## config.mk

```make
export PLATFORM = sky130hd
export DESIGN_NAME = mem_responder
export DESIGN_NICKNAME = d
export VERILOG_FILES = /design/src/rtl/mem_responder.sv
export SDC_FILE = /design/constraint.sdc
export NUM_CORES = 1
export LEC_CHECK = 0
export ABC_AREA = 1
export BUFFER_PORTS_ARGS = -buffer_cell sky130_fd_sc_hd__clkbuf_2
export CORE_UTILIZATION = 31
export DETAILED_ROUTE_END_ITERATION = 12
export SYNTH_ARGS = -nofsm -noshare
export SYNTH_HDL_FRONTEND = slang
export SYNTH_SLANG_ARGS = --single-unit
```

## constraint.sdc

```tcl
create_clock -name clk -period 1.6 [get_ports clk]
set_input_delay 0.16 -clock clk [delete_from_list [all_inputs] [get_ports clk]]
set_output_delay 0.16 -clock clk [all_outputs]
set_load 0.01 [all_outputs]
```

## src/rtl/mem_responder.sv

```systemverilog
// Single-outstanding memory responder: accepts one block read/write, waits
// LATENCY cycles, then holds a response until the cache takes it.
module mem_responder #(
    parameter int unsigned LATENCY    = 4,
    parameter int unsigned BLOCK_BITS = 6
) (
    input  logic        clk,
    input  logic        reset,
    input  logic        req_valid,
    output logic        req_ready,
    input  logic [7:0]  req_op,
    input  logic [47:0] req_addr,
    output logic        rsp_valid,
    input  logic        rsp_ready,
    output logic [7:0]  rsp_op,
    output logic [47:0] rsp_addr,
    output logic [31:0] rsp_data,
    output logic        rsp_err,
    output logic [11:0] num_mem_reads,
    output logic [11:0] num_mem_writes
);

    localparam int unsigned OP_W   = 8;
    localparam int unsigned ADDR_W = 48;
    localparam int unsigned DATA_W = 32;
    localparam int unsigned CNT_W  = 4;
    localparam int unsigned CTR_W  = 12;

    localparam logic [OP_W-1:0]   OP_READ  = 8'h52;
    localparam logic [OP_W-1:0]   OP_WRITE = 8'h57;
    localparam logic [CTR_W-1:0]  CTR_MAX  = 12'hFFF;
    localparam logic [CNT_W-1:0]  CNT_LOAD = CNT_W'(LATENCY - 1);
    localparam logic [ADDR_W-1:0] BLK_MASK = ADDR_W'((64'd1 << BLOCK_BITS) - 64'd1);

    localparam logic [1:0] ST_IDLE = 2'd0;
    localparam logic [1:0] ST_BUSY = 2'd1;
    localparam logic [1:0] ST_RESP = 2'd2;

    logic [1:0]        r_state;
    logic [CNT_W-1:0]  r_cnt;
    logic [OP_W-1:0]   r_op;
    logic [ADDR_W-1:0] r_addr;
    logic [CTR_W-1:0]  r_num_reads;
    logic [CTR_W-1:0]  r_num_writes;

    logic              r_req_ready;
    logic              r_rsp_valid;
    logic [OP_W-1:0]   r_rsp_op;
    logic [ADDR_W-1:0] r_rsp_addr;
    logic [DATA_W-1:0] r_rsp_data;
    logic              r_rsp_err;

    logic [1:0]        w_next_state;
    logic              w_accept;
    logic              w_cap_read;
    logic              w_cap_write;
    logic [ADDR_W-1:0] w_blk_addr;
    logic [DATA_W-1:0] w_fill_data;

    // Next-state decode; accept only in IDLE so at most one transaction is live.
    always_comb begin
        w_next_state = r_state;
        w_accept     = 1'b0;
        case (r_state)
            ST_IDLE: begin
                if (req_valid) begin
                    w_accept     = 1'b1;
                    w_next_state = ST_BUSY;
                end
            end
            ST_BUSY: begin
                if (r_cnt == '0) begin
                    w_next_state = ST_RESP;
                end
            end
            ST_RESP: begin
                if (rsp_ready) begin
                    w_next_state = ST_IDLE;
                end
            end
            default: w_next_state = ST_IDLE;
        endcase
    end

    // Response payload derived from the captured request.
    always_comb begin
        w_cap_read  = (r_op == OP_READ);
        w_cap_write = (r_op == OP_WRITE);
        w_blk_addr  = r_addr & ~BLK_MASK;
        w_fill_data = w_cap_read ? w_blk_addr[DATA_W-1:0] : '0;
    end

    always_ff @(posedge clk) begin
        if (reset) begin
            r_state      <= ST_IDLE;
            r_cnt        <= '0;
            r_op         <= '0;
            r_addr       <= '0;
            r_num_reads  <= '0;
            r_num_writes <= '0;
            r_req_ready  <= 1'b1;
            r_rsp_valid  <= 1'b0;
            r_rsp_op     <= '0;
            r_rsp_addr   <= '0;
            r_rsp_data   <= '0;
            r_rsp_err    <= 1'b0;
        end else begin
            r_state <= w_next_state;

            if (w_accept) begin
                r_op   <= req_op;
                r_addr <= req_addr;
                r_cnt  <= CNT_LOAD;
                if (req_op == OP_READ && r_num_reads != CTR_MAX) begin
                    r_num_reads <= r_num_reads + CTR_W'(1);
                end
                if (req_op == OP_WRITE && r_num_writes != CTR_MAX) begin
                    r_num_writes <= r_num_writes + CTR_W'(1);
                end
            end else if (r_state == ST_BUSY && r_cnt != '0) begin
                r_cnt <= r_cnt - CNT_W'(1);
            end

            // Outputs track the next state so they are valid with it; zero outside RESP.
            r_req_ready <= (w_next_state == ST_IDLE);
            r_rsp_valid <= (w_next_state == ST_RESP);
            if (w_next_state == ST_RESP) begin
                r_rsp_op   <= r_op;
                r_rsp_addr <= w_blk_addr;
                r_rsp_data <= w_fill_data;
                r_rsp_err  <= ~(w_cap_read | w_cap_write);
            end else begin
                r_rsp_op   <= '0;
                r_rsp_addr <= '0;
                r_rsp_data <= '0;
                r_rsp_err  <= 1'b0;
            end
        end
    end

    assign req_ready      = r_req_ready;
    assign rsp_valid      = r_rsp_valid;
    assign rsp_op         = r_rsp_op;
    assign rsp_addr       = r_rsp_addr;
    assign rsp_data       = r_rsp_data;
    assign rsp_err        = r_rsp_err;
    assign num_mem_reads  = r_num_reads;
    assign num_mem_writes = r_num_writes;

endmodule

```

==> results of run 1 <==
==> registers in the layout, summed over array words and instances (netlist names) <==
signal and cells:
rsp_addr 42, rsp_err 1, r_cnt 4, rsp_data 26
r_state 2, req_ready 1, rsp_valid 1, num_mem_reads 12
rsp_op 8, r_addr 42, r_op 8, num_mem_writes 12
==> what timing repair did <==
action	CTS	global route
hold endpoints to repair	1	0
setup endpoints to repair	6	20
gates resized for setup	1	6
cloned	0	1
pin swaps	0	1
hold buffers	1	0
==> cell type report <==
cell class | count | area share, %
Clock inverter | 15 | 1.70
Timing Repair Buffer | 177 | 13.5
Inverter | 78 | 3.99
Clock buffer | 17 | 5.79
Multi-Input combinational cell | 408 | 27.8
Sequential cell | 159 | 43.3
Tap cell | 229 | 3.90
==> final timing paths <==
| check | start | slack, ns | cells after the start | to |
|---|---|---|---|---|
| worst min-delay path | req_addr[31] | 0.02 | 3 | r_addr[31]$_SDFFE_PP0P_ |
| worst max-delay path | num_mem_writes[0]$_SDFFE_PP0P_ | 0.08 | 8 | num_mem_writes[1]$_SDFFE_PP0P_ |
| worst max register to register | num_mem_writes[0]$_SDFFE_PP0P_ | 0.08 | 8 | num_mem_writes[1]$_SDFFE_PP0P_ |
| worst min register to register | r_addr[42]$_SDFFE_PP0P_ | 0.43 | 2 | rsp_addr[42]$_SDFF_PP0_ |
==> logic make-up after synthesis <==
logic type               Yosys count  share of synthesized area [%]
flip-flops                       159                           55.9
buffers and inverters            124                           9.97
AO/OA/AOI/OAI                    129                           11.9
XOR/XNOR                          13                           2.00
other                              1                         0.0658
adder cells (fa/ha/maj)            3                          0.659
AND/OR/NAND/NOR                  250                           19.6
==> layer usage <==
layer,vias to the layer above,global-route usage [%],routed length (um)
li1,2464,-,-
met1,2096,17.6,6060
met2,132,22.7,5770
met4,0,5.49,186
met3,15,4.38,834
met5,-,0,0
==> Yosys cell counts (all sizes together) <==
| cell | count | share of area [%] |
|---|---|---|
| dfxtp | 159 | 56 |
| nand2 | 102 | 6.8 |
| nor2 | 89 | 6.6 |
| inv | 78 | 5.1 |
| a21oi | 77 | 7.2 |
| o21ai | 52 | 4.6 |
| buf | 32 | 3.9 |
| nor3 | 27 | 2.6 |
| nand3 | 19 | 2.1 |
| clkbuf | 14 | 0.92 |
| nand4 | 11 | 1.2 |
| xor2 | 8 | 1.2 |
| xnor2 | 5 | 0.77 |
| ha | 3 | 0.66 |
| conb | 1 | 0.066 |
| nand3b | 1 | 0.13 |
| or2 | 1 | 0.11 |
==> critical path, stage by stage, from the launching register on <==
cell and delay [ns]:
dfxtp_1 0.32, ha_1 0.26, nand2_2 0.12, nor2_4 0.05, nand3_2 0.11, nand2_1 0.13, nor2_2 0.25, nand2_1 0.10
a21oi_2 0.11
==> cells in the final DEF, fill, tap and decap left out, drive strengths merged <==
master,instances
or2,1
clkinv,5
clkbuf,173
xnor2,5
clkinvlp,3
ha,3
inv,85
dfxtp,159
buf,20
nand3b,1
nand3,19
xor2,8
nor2,90
conb,12
nand2,102
dlygate4sd3,1
o21ai,52
nor3,27
nand4,11
a21oi,77
==> stage by stage <==
stage                     std cells  TNS, ns  total power [mW]  setup slack, ns  instance area (um^2)
final                          1083        0              8.67           0.0812                  7340
after global routing           1083  -0.0784              9.09          -0.0248                  7340
after CTS                      1082        0              8.79           0.0423                  7300
after detailed placement       1049        0              5.00          0.00550                  6740
after global placement         1049        0              4.98           0.0179                  6740
after floorplan                 690        0              4.78           0.0756                  5740
==> power groups by stage <==
stage	sequential [mW]	clock (mW)	combinational, mW
3_3_place_gp	4.29	0	0.695
2_1_floorplan	4.30	0	0.475
3_5_place_dp	4.29	0	0.704
5_1_grt	4.22	4.05	0.821
4_1_cts	4.20	3.87	0.711
6_report	4.20	3.76	0.707
==> PnR_summary.wiki, run 1 <==
{| class="wikitable"
! Metric !! Value
|-
| Achievable Freq || 658 MHz
|-
| Routed Wire Length || 12.8 mm
|-
| Sequential power share || 48.5%
|-
| CTS Buf Count || 17
|-
| Buffer count from post-CTS setup fixing || 0
|-
| Final routed wire length divided by cell count || 11.9 um
|-
| Final estimated routing congestion in global placement || 0.770
|-
| Area growth from synthesis to layout || 28.9%
|-
| Outcome || finished clean
|-
| Number of max-capacitance violations reported || 0
|-
| First-pass GRT wire length || 20.5 mm
|-
| Area of the multi-input gates || 2040 um^2
|-
| VDD IR max || 697 uV
|-
| Hold Worst Slack || 0.0194 ns
|-
| Max Root-Sink Buffers || 2
|-
| Post-CTS clock slew at the launch and capture registers of the worst setup and hold paths || 0.06 ns
|-
| Final cell utilization of the core || 40.9%
|-
| RSZ-0062 raised after global routing || yes
|-
| Die ar. || 18900 um^2
|-
| Cell internal power dissipation || 6.42 mW
|-
| Via total after detailed routing || 4707
|-
| Final-report max-slew violation count || 0
|-
| Power share of the clock group || 43.4%
|-
| Gate power share || 8.2%
|-
| Ratio of cells with drive above 1 in the final layout || 29.2%
|-
| Syn. warnings || 0
|-
| Clock tree from TritonCTS || done
|-
| Final setup fails || 0
|-
| Final ANT Viol Nets || 0
|-
| Classification of the worst setup path || flop to flop
|-
| Net switching component of the power || 2.25 mW
|-
| Number of filler instances in the final layout || 1847
|-
| Total inserted antenna cells || 0
|-
| Worst path arrival time || 1.87 ns
|-
| Number of top-level design ports || 175
|-
| Port buffer count || 156
|-
| Row cnt || 49
|-
| Clock latency reported for the late side of the worst-skew pair || 0.42 ns
|-
| Post-route DRC violation count || 0
|-
| Kind of start point of the critical path || flop
|-
| Number of different library cells in the post-synthesis netlist || 28
|-
| Clock sink count || 159
|-
| Flip-flop and latch count after synthesis || 159
|-
| Die extent in y || 138 um
|-
| Number of antenna violations at the first check in global routing || 0
|-
| Largest fanout of any net on the critical path || 5
|-
| Area taken by flip-flops and latches || 3180 um^2
|-
| Final HPWL from detailed placement || 8.78 mm
|-
| Post-route minimum period || 1.52 ns
|-
| Number of design-rule violations left by the first detailed-router iteration || 209
|-
| Via/cell ratio || 4.35
|-
| Average cell area after synthesis || 8.39 um^2
|-
| Pwr Density || 1180 nW/um^2
|-
| Setup clock skew after layout || 0.00915 ns
|-
| Final Net Count || 904
|-
| Post-synthesis cell area || 5700 um^2
|-
| Combined global-route utilization of all metal layers || 14.1%
|-
| Class of the tightest hold or removal check || input port to flop
|-
| Vias in the first global route || 4201
|-
| Placeable core region || 18000 um^2
|-
| Reported leakage power || 3.12 nW
|-
| Number of detailed-route iterations in the first pass || 5
|-
| Required time of the worst setup path || 1.96 ns
|-
| Switching share of power || 26.0%
|-
| Final hold violation count || 0
|-
| Register area share after synthesis || 55.9%
|-
| Final period util || 94.9%
|-
| Maximum number of pins on one net before global-route repair || 74
|-
| Starting density of the core || 31.7%
|-
| Root Driver || clkbuf_16
|-
| Global-route congestion overflow total || 0
|-
| Kind of end point of the critical path || flop
|-
| Floorplan die width || 138 um
|-
| Instance count of the mapped netlist || 679
|-
| # H-tree levels || 4
|}
Power figures use the tool's default switching activity.
==> inputs of run 2 (changes only) <==
--- a/config.mk
+++ b/config.mk
@@ -7,8 +7,11 @@
 export LEC_CHECK = 0
 export ABC_AREA = 1
 export BUFFER_PORTS_ARGS = -buffer_cell sky130_fd_sc_hd__clkbuf_2
-export CORE_UTILIZATION = 31
+export CORE_MARGIN = 1
+export CORE_UTILIZATION = 45
 export DETAILED_ROUTE_END_ITERATION = 12
+export MAX_ROUTING_LAYER = met4
+export PLACE_DENSITY = 0.71
 export SYNTH_ARGS = -nofsm -noshare
 export SYNTH_HDL_FRONTEND = slang
 export SYNTH_SLANG_ARGS = --single-unit
==> run 2 against run 1 <==
Register-to-register slack hardly changed. Via count is 1.7% lower. First-iteration DRC count is 33% higher. Die area is 31% lower. Cell count is 5.6% lower. Clock-buffer cell count is 3 higher. Largest cell class unchanged. Setup slack better by 0.011 ns. Non-clock buffer count stayed put. Sequential cell count stayed put.
==> PnR_summary.wiki, run 2 (synthesized netlist as in run 1, its figures left out) <==
{| class="wikitable"
! Metric !! Value
|-
| Ratio of cells with drive above 1 in the final layout || 28.6%
|-
| Final-report max-slew violation count || 0
|-
| Reported leakage power || 3.15 nW
|-
| Max stage delay on crit path || 0.31 ns
|-
| Final setup fails || 0
|-
| VDD IR max || 625 uV
|-
| Setup clock skew after layout || 0.00639 ns
|-
| Root Driver || clkbuf_16
|-
| Number of max-capacitance violations reported || 0
|-
| Required time of the worst setup path || 1.95 ns
|-
| Kind of start point of the critical path || flop
|-
| Number of filler instances in the final layout || 1090
|-
| Clock tree from TritonCTS || done
|-
| Final ANT Viol Nets || 0
|-
| Final hold violation count || 0
|-
| Pwr Density || 1270 nW/um^2
|-
| CP startpoint || num_mem_writes[0]$_SDFFE_PP0P_
|-
| Clock latency reported for the late side of the worst-skew pair || 0.42 ns
|-
| Worst path arrival time || 1.86 ns
|-
| Number of cell instances on the worst register-to-register path || 8
|-
| # H-tree levels || 4
|-
| Floorplan die width || 115 um
|-
| Post-route minimum period || 1.51 ns
|-
| Largest fanout of any net on the critical path || 5
|-
| Commonest non-fill, non-tap cells in the layout || dfxtp_1 (159), clkbuf_2 (156), nand2_1 (99), inv_1 (74), nor2_1 (74)
|-
| Die ar. || 13100 um^2
|-
| Post-CTS clock slew at the launch and capture registers of the worst setup and hold paths || 0.06 ns
|-
| Kind of end point of the critical path || flop
|-
| CTS Buf Count || 17
|-
| Clock sink count || 159
|-
| Area growth from synthesis to layout || 28.8%
|-
| RSZ-0062 raised after global routing || no
|-
| Final Net Count || 904
|-
| Critical path's slowest cell || dfxtp_1
|-
| Classification of the worst setup path || flop to flop
|-
| Most common cell on crit path || nand2_2
|-
| R2r setup slk || 0.09 ns
|-
| Final routed wire length divided by cell count || 11.8 um
|-
| Final estimated routing congestion in global placement || 0.808
|-
| Port buffer count || 156
|-
| Number of design-rule violations left by the first detailed-router iteration || 278
|-
| Number of antenna violations at the first check in global routing || 0
|-
| Max Root-Sink Buffers || 2
|-
| Number of detailed-route iterations in the first pass || 4
|-
| Combined global-route utilization of all metal layers || 19.8%
|-
| Via/cell ratio || 4.53
|-
| Cell Count, Final, Fillers Out || 1022
|-
| Cells along the critical path || ha_1 > nand2_2 > nor2_4 > nand3_2 > nand2_2 > nor2_2 > nand2_1 > a21oi_2
|-
| Maximum number of pins on one net before global-route repair || 61
|-
| Post-route DRC violation count || 0
|-
| Placeable core region || 12200 um^2
|-
| Final HPWL from detailed placement || 8.17 mm
|-
| Top delay family on crit path || simple AND/OR/NAND/NOR gates
|-
| Buffering stage count on the worst path with inverters included || 0
|-
| Global-route congestion overflow total || 0
|-
| DP Cell Count || 986
|-
| Row cnt || 40
|-
| Number of logic stages on the critical path including buffering || 8
|-
| Via total after detailed routing || 4629
|-
| Commonest non-fill, non-tap cell in the layout || dfxtp_1
|-
| Number of top-level design ports || 175
|-
| Die extent in y || 115 um
|-
| Worst setup path endpoint || num_mem_writes[6]$_SDFFE_PP0P_
|-
| Final period util || 94.2%
|-
| Outcome || finished clean
|-
| Setup TNS after final layout || 0 ns
|-
| Achievable Freq || 663 MHz
|-
| Class of the tightest hold or removal check || input port to flop
|-
| Terminus of the critical flop-to-flop path || num_mem_writes[6]$_SDFFE_PP0P_
|-
| Total inserted antenna cells || 0
|-
| Reg2Reg Launch Point || num_mem_writes[0]$_SDFFE_PP0P_
|-
| Vias in the first global route || 4196
|-
| Starting density of the core || 46.9%
|-
| First-pass GRT wire length || 19.7 mm
|-
| Routed Wire Length || 12.0 mm
|}
## run 2: cell count changes in the layout (fill, tap and decap cells not counted), sizes merged
cell / delta
clkbuf: +3
clkinv: -2
inv: -5
clkinvlp: -1
buf: -2
dlygate4sd3: +2
bufinv: +5
## run 2: stage by stage
step	cell area [um^2]	power, mW	hold slack, ns	utilization, %	setup slack [ns]
floorplan	5740	4.78	0.299	-	0.0756
CTS	7320	9.38	0.00633	60.2	0.109
global placement	6630	4.95	0.421	54.5	0.0536
detailed placement	6630	4.97	0.425	54.5	0.00785
finish	7340	9.31	0.0241	60.4	0.0921
global route	7340	9.68	0.0162	60.4	0.0103
## run 2: where the power goes
part           internal (mW)  total (mW)  leakage (nW)  switching (mW)
Combinational          0.235       0.690          1.55           0.455
Sequential              4.15        4.20          1.29          0.0538
Clock                   2.83        4.42         0.313            1.59
## run 2: final cells by class
| type | instances | area [um^2] | share of cell area, % |
|---|---|---|---|
| clock inverters | 12 | 208 | 2.83 |
| flip-flops and latches | 159 | 3180 | 43.3 |
| repair buffers | 177 | 987 | 13.4 |
| inverters | 78 | 293 | 3.99 |
| multi-input cells | 408 | 2020 | 27.4 |
| clock buffers | 20 | 447 | 6.08 |
| well taps | 168 | 210 | 2.86 |
## run 2: worst min path at each step
stage               cells past startpoint                       to  slack (ns)                     from
floorplan                               2     r_op[0]$_SDFFE_PP0P_        0.30                req_op[0]
global placement                        2  rsp_addr[47]$_SDFF_PP0_        0.42  r_addr[47]$_SDFFE_PP0P_
detailed placement                      2  rsp_addr[44]$_SDFF_PP0_        0.42  r_addr[44]$_SDFFE_PP0P_
CTS                                     3  r_addr[11]$_SDFFE_PP0P_       0.006             req_addr[11]
global route                            3  r_addr[23]$_SDFFE_PP0P_        0.02             req_addr[23]
finish                                  3  r_addr[34]$_SDFFE_PP0P_        0.02             req_addr[34]
## run 2: metal layers
metal	part of all wire [%]	vias to the layer above	GRT usage [%]
met5	0	-	-
met4	1.3	0	7.53
met3	6.5	17	6.46
met2	45	125	30.7
met1	47	2031	23.9
li1	-	2456	-
## run 2: worst register-to-register path, cell delays in order (launching register included)
cell and delay [ns]:
dfxtp_1 0.31, ha_1 0.26, nand2_2 0.12, nor2_4 0.05, nand3_2 0.12, nand2_2 0.10
nor2_2 0.26, nand2_1 0.10, a21oi_2 0.11
## run 2: repair_timing
item | in CTS | in global routing
hold buffers | 3 | 0
pin swaps | 0 | 1
endpoints found under the hold margin | 3 | 0
cloned | 0 | 1
buffers inserted | 0 | 0
resized for setup | 1 | 5
endpoints found under the setup margin | 3 | 14
==> inputs of run 3 (changes only) <==
==> config.mk (replaced) <==
export PLATFORM = sky130hd
export DESIGN_NAME = mem_responder
export DESIGN_NICKNAME = d
export VERILOG_FILES = /design/src/rtl/mem_responder.sv
export SDC_FILE = /design/constraint.sdc
export NUM_CORES = 1
export LEC_CHECK = 0
export CORE_MARGIN = 1
export CORE_UTILIZATION = 45
export DETAILED_ROUTE_END_ITERATION = 12
export DONT_BUFFER_PORTS = 1
export MAX_ROUTING_LAYER = met4
export SYNTH_ARGS = -nofsm -noshare
export SYNTH_HDL_FRONTEND = slang
export SYNTH_SLANG_ARGS = --single-unit
==> run 3 against run 2 <==
First-iteration DRC count fell by 42%. Largest cell class unchanged. Clock skew about the same. Register-to-register slack got worse by 0.12 ns. Sequential cell count is the same. Sequential power about the same. Cell area decreased by 10%. Via count down 19%. Die area is 5.0% lower. The run now ends with design-rule violations, negative hold slack, negative setup slack left. Core utilization shrank 3.5 points. Fmax shrank 7.4%. Clock power down 3%. Cell count is 26% lower.
==> PnR_summary.wiki, run 3 <==
{| class="wikitable"
! Metric !! Value
|-
| Outcome || complete, but fails checks
|-
| Violations in the final reports || design-rule violations, negative hold slack, negative setup slack
|-
| VDD IR max || 658 uV
|-
| Clock sink count || 159
|-
| Met1 global-route usage || 20.6%
|-
| Number of filler instances in the final layout || 1038
|-
| Floorplan die width || 112 um
|-
| Final period util || 102%
|-
| Terminus of the critical flop-to-flop path || rsp_data[14]$_SDFF_PP0_
|-
| Global routing's busiest layer || met2
|-
| Routed Wire Length || 10.7 mm
|-
| Power share of the clock group || 48.1%
|-
| Post-route cell area || 6580 um^2
|-
| Met3 routing resource usage after global routing || 8.38%
|-
| Via/cell ratio || 4.94
|-
| CTS Buf Count || 17
|-
| Area share of the leading cell type in the synthesized netlist || 58.8%
|-
| Final routed wire length divided by cell count || 14.2 um
|-
| Leading cell type by number of instances after synthesis || dfxtp_1
|-
| Max Root-Sink Buffers || 2
|-
| Number of antenna violations at the first check in global routing || 0
|-
| Final Net Count || 664
|-
| Flip-flop and latch count after synthesis || 159
|-
| Average cell area after synthesis || 9.52 um^2
|-
| Gate power share || 4.7%
|-
| Root Driver || clkbuf_16
|-
| Reported leakage power || 2.54 nW
|-
| Post-route minimum period || 1.63 ns
|-
| DP Cell Count || 724
|-
| Number of top-level design ports || 175
|-
| Ratio of cells with drive above 1 in the final layout || 17.8%
|-
| Clock tree from TritonCTS || done
|-
| Final HPWL from detailed placement || 7.27 mm
|-
| Number of enable-type register cells in the synthesized netlist || 0
|-
| Kind of end point of the critical path || flop
|-
| Final estimated routing congestion in global placement || 0.806
|-
| Post-synthesis cell area || 5410 um^2
|-
| Die extent in y || 112 um
|-
| Row cnt || 39
|-
| Maximum number of pins on one net before global-route repair || 82
|-
| Required time of the worst setup path || 1.95 ns
|-
| Post-synth top flop || dfxtp_1
|-
| Classification of the worst setup path || flop to flop
|-
| Total placed instance area || 5850 um^2
|-
| Commonest non-fill, non-tap cells in the layout || dfxtp_1 (153), nand2_1 (112), and2_1 (76), a21oi_1 (56), buf_4 (40)
|-
| Via total after detailed routing || 3737
|-
| Post-layout power || 8.89 mW
|-
| Total inserted antenna cells || 0
|-
| Pwr Density || 1350 nW/um^2
|-
| Final ANT Viol Nets || 0
|-
| Vias in the first global route || 3525
|-
| Commonest non-fill, non-tap cell in the layout || dfxtp_1
|-
| Cell Count, Final, Fillers Out || 757
|-
| Worst path arrival time || 1.98 ns
|-
| Port buffer count || 0
|-
| Register area share after synthesis || 58.8%
|-
| Final-report max-slew violation count || 0
|-
| Setup TNS after final layout || -0.505 ns
|-
| Hold Worst Slack || -0.190 ns
|-
| Number of design-rule violations left by the first detailed-router iteration || 160
|-
| Final hold violation count || 81
|-
| Area growth from synthesis to layout || 21.6%
|-
| Number of different library cells in the post-synthesis netlist || 40
|-
| Worst setup path endpoint || rsp_data[14]$_SDFF_PP0_
|-
| Top cell type by total area after synthesis || dfxtp_1
|-
| Number of cell instances on the worst register-to-register path || 8
|-
| Largest fanout of any net on the critical path || 26
|-
| Number of detailed-route iterations in the first pass || 8
|-
| Most numerous cell types in the synthesized netlist || dfxtp_1 (159), nand2_1 (114), and2_1 (76)
|-
| Synth top area cells || dfxtp_1 (59%), and2_1 (8.8%), nand2_1 (7.9%)
|-
| Switching share of power || 20.7%
|-
| R2r setup slk || -0.03 ns
|-
| RSZ-0062 raised after global routing || yes
|-
| # H-tree levels || 4
|-
| Kind of start point of the critical path || flop
|-
| Worst path setup slack after routing || -0.0291 ns
|-
| Setup clock skew after layout || 0.00593 ns
|-
| Net switching component of the power || 1.84 mW
|-
| Achievable Freq || 614 MHz
|-
| Syn. warnings || 0
|-
| First-pass GRT wire length || 17.0 mm
|-
| Die ar. || 12500 um^2
|-
| Class of the tightest hold or removal check || input port to flop
|-
| Global-route track usage on met2 || 28.2%
|-
| Reg2Reg Launch Point || r_cnt[1]$_SDFFE_PP0P_
|-
| Instance count of the mapped netlist || 568
|-
| Combined global-route utilization of all metal layers || 18.2%
|-
| Global-route congestion overflow total || 0
|-
| Placeable core region || 11600 um^2
|-
| CP startpoint || r_cnt[1]$_SDFFE_PP0P_
|-
| Post-route DRC violation count || 12
|-
| Final setup fails || 26
|-
| Number of max-capacitance violations reported || 0
|-
| Sequential power share || 47.2%
|-
| Cell internal power dissipation || 7.04 mW
|-
| Post-CTS clock slew at the launch and capture registers of the worst setup and hold paths || 0.06 ns
|-
| Clock latency reported for the late side of the worst-skew pair || 0.41 ns
|-
| Starting density of the core || 46.8%
|-
| Post-synth ARST share || 0%
|}
-- run 3: cell types whose count changed after synthesis, sizes merged, moves of 7 or more --
cell,previous run,this run
xnor2,5,20
nand4,11,3
inv,78,3
and2,0,76
nand2,102,114
a21oi,77,56
nor2,89,29
nor3,27,11
nor4,0,7
nand3,19,10
buf,32,21
o21ai,52,5
-- run 3: timing repair --
item	4_1_cts	5_1_grt
endpoints found under the setup margin	34	83
gates cloned	0	0
buffers inserted	0	1
gates resized for setup	5	12
endpoints found under the hold margin	81	81
pin swaps	3	6
-- run 3: cells by family after synthesis --
| logic type | after synthesis | share of synthesized area [%] |
|---|---|---|
| AND/OR/NAND/NOR | 273 | 26.4 |
| other | 1 | 0.0693 |
| buffers and inverters | 44 | 4.00 |
| flip-flops | 159 | 58.8 |
| XOR/XNOR | 24 | 3.89 |
| adder cells (fa/ha/maj) | 3 | 0.694 |
| AO/OA/AOI/OAI | 64 | 6.08 |
-- run 3: final cells by class --
class | count | area [um^2] | share of cell area [%]
flip-flops and latches | 159 | 3190 | 48.5
well taps | 143 | 179 | 2.72
multi-input cells | 376 | 2190 | 33.3
clock buffers | 23 | 488 | 7.41
repair buffers | 44 | 363 | 5.51
clock inverters | 9 | 154 | 2.34
inverters | 3 | 11.3 | 0.171
-- run 3: routing by layer --
metal	wire, um	share of wire (%)
met1	4640	43
met2	5060	47
met3	942	8.8
met4	95	0.88
met5	0	0
-- run 3: critical path: stages (launching register included) --
cell     delay, ns
dfxtp_2       0.33
inv_2         0.06
ha_4          0.12
nor3b_4       0.20
a22oi_2       0.14
nor2_4        0.13
nor4b_4       0.25
buf_12        0.20
and2_1        0.13
-- run 3: power groups by stage --
stage	Sequential [mW]	Clock, mW	Combinational, mW
global route	4.21	4.54	0.477
detailed placement	4.28	0	0.422
global placement	4.27	0	0.412
floorplan	4.26	0	0.367
CTS	4.19	4.35	0.424
finish	4.19	4.28	0.418
-- run 3: worst min-delay path by stage --
stage | startpoint | endpoint | slack (ns) | depth (start not counted)
after floorplan | req_addr[32] | r_addr[32]$_SDFFE_PP0P_ | 0.30 | 2
after global placement | reset | r_cnt[1]$_SDFFE_PP0P_ | 0.23 | 1
after detailed placement | reset | r_addr[37]$_SDFFE_PP0P_ | 0.24 | 1
after CTS | reset | r_addr[37]$_SDFFE_PP0P_ | -0.21 | 1
after global routing | reset | r_addr[38]$_SDFFE_PP0P_ | -0.22 | 1
final | reset | r_addr[38]$_SDFFE_PP0P_ | -0.19 | 1
-- run 3: stage by stage --
stage / setup WS (ns) / util, %
after floorplan: -0.0366 / -
after global placement: -0.0388 / 50.6
after detailed placement: -0.0585 / 50.6
after CTS: -0.0424 / 56.3
after global routing: -0.159 / 56.9
final: -0.0291 / 56.9
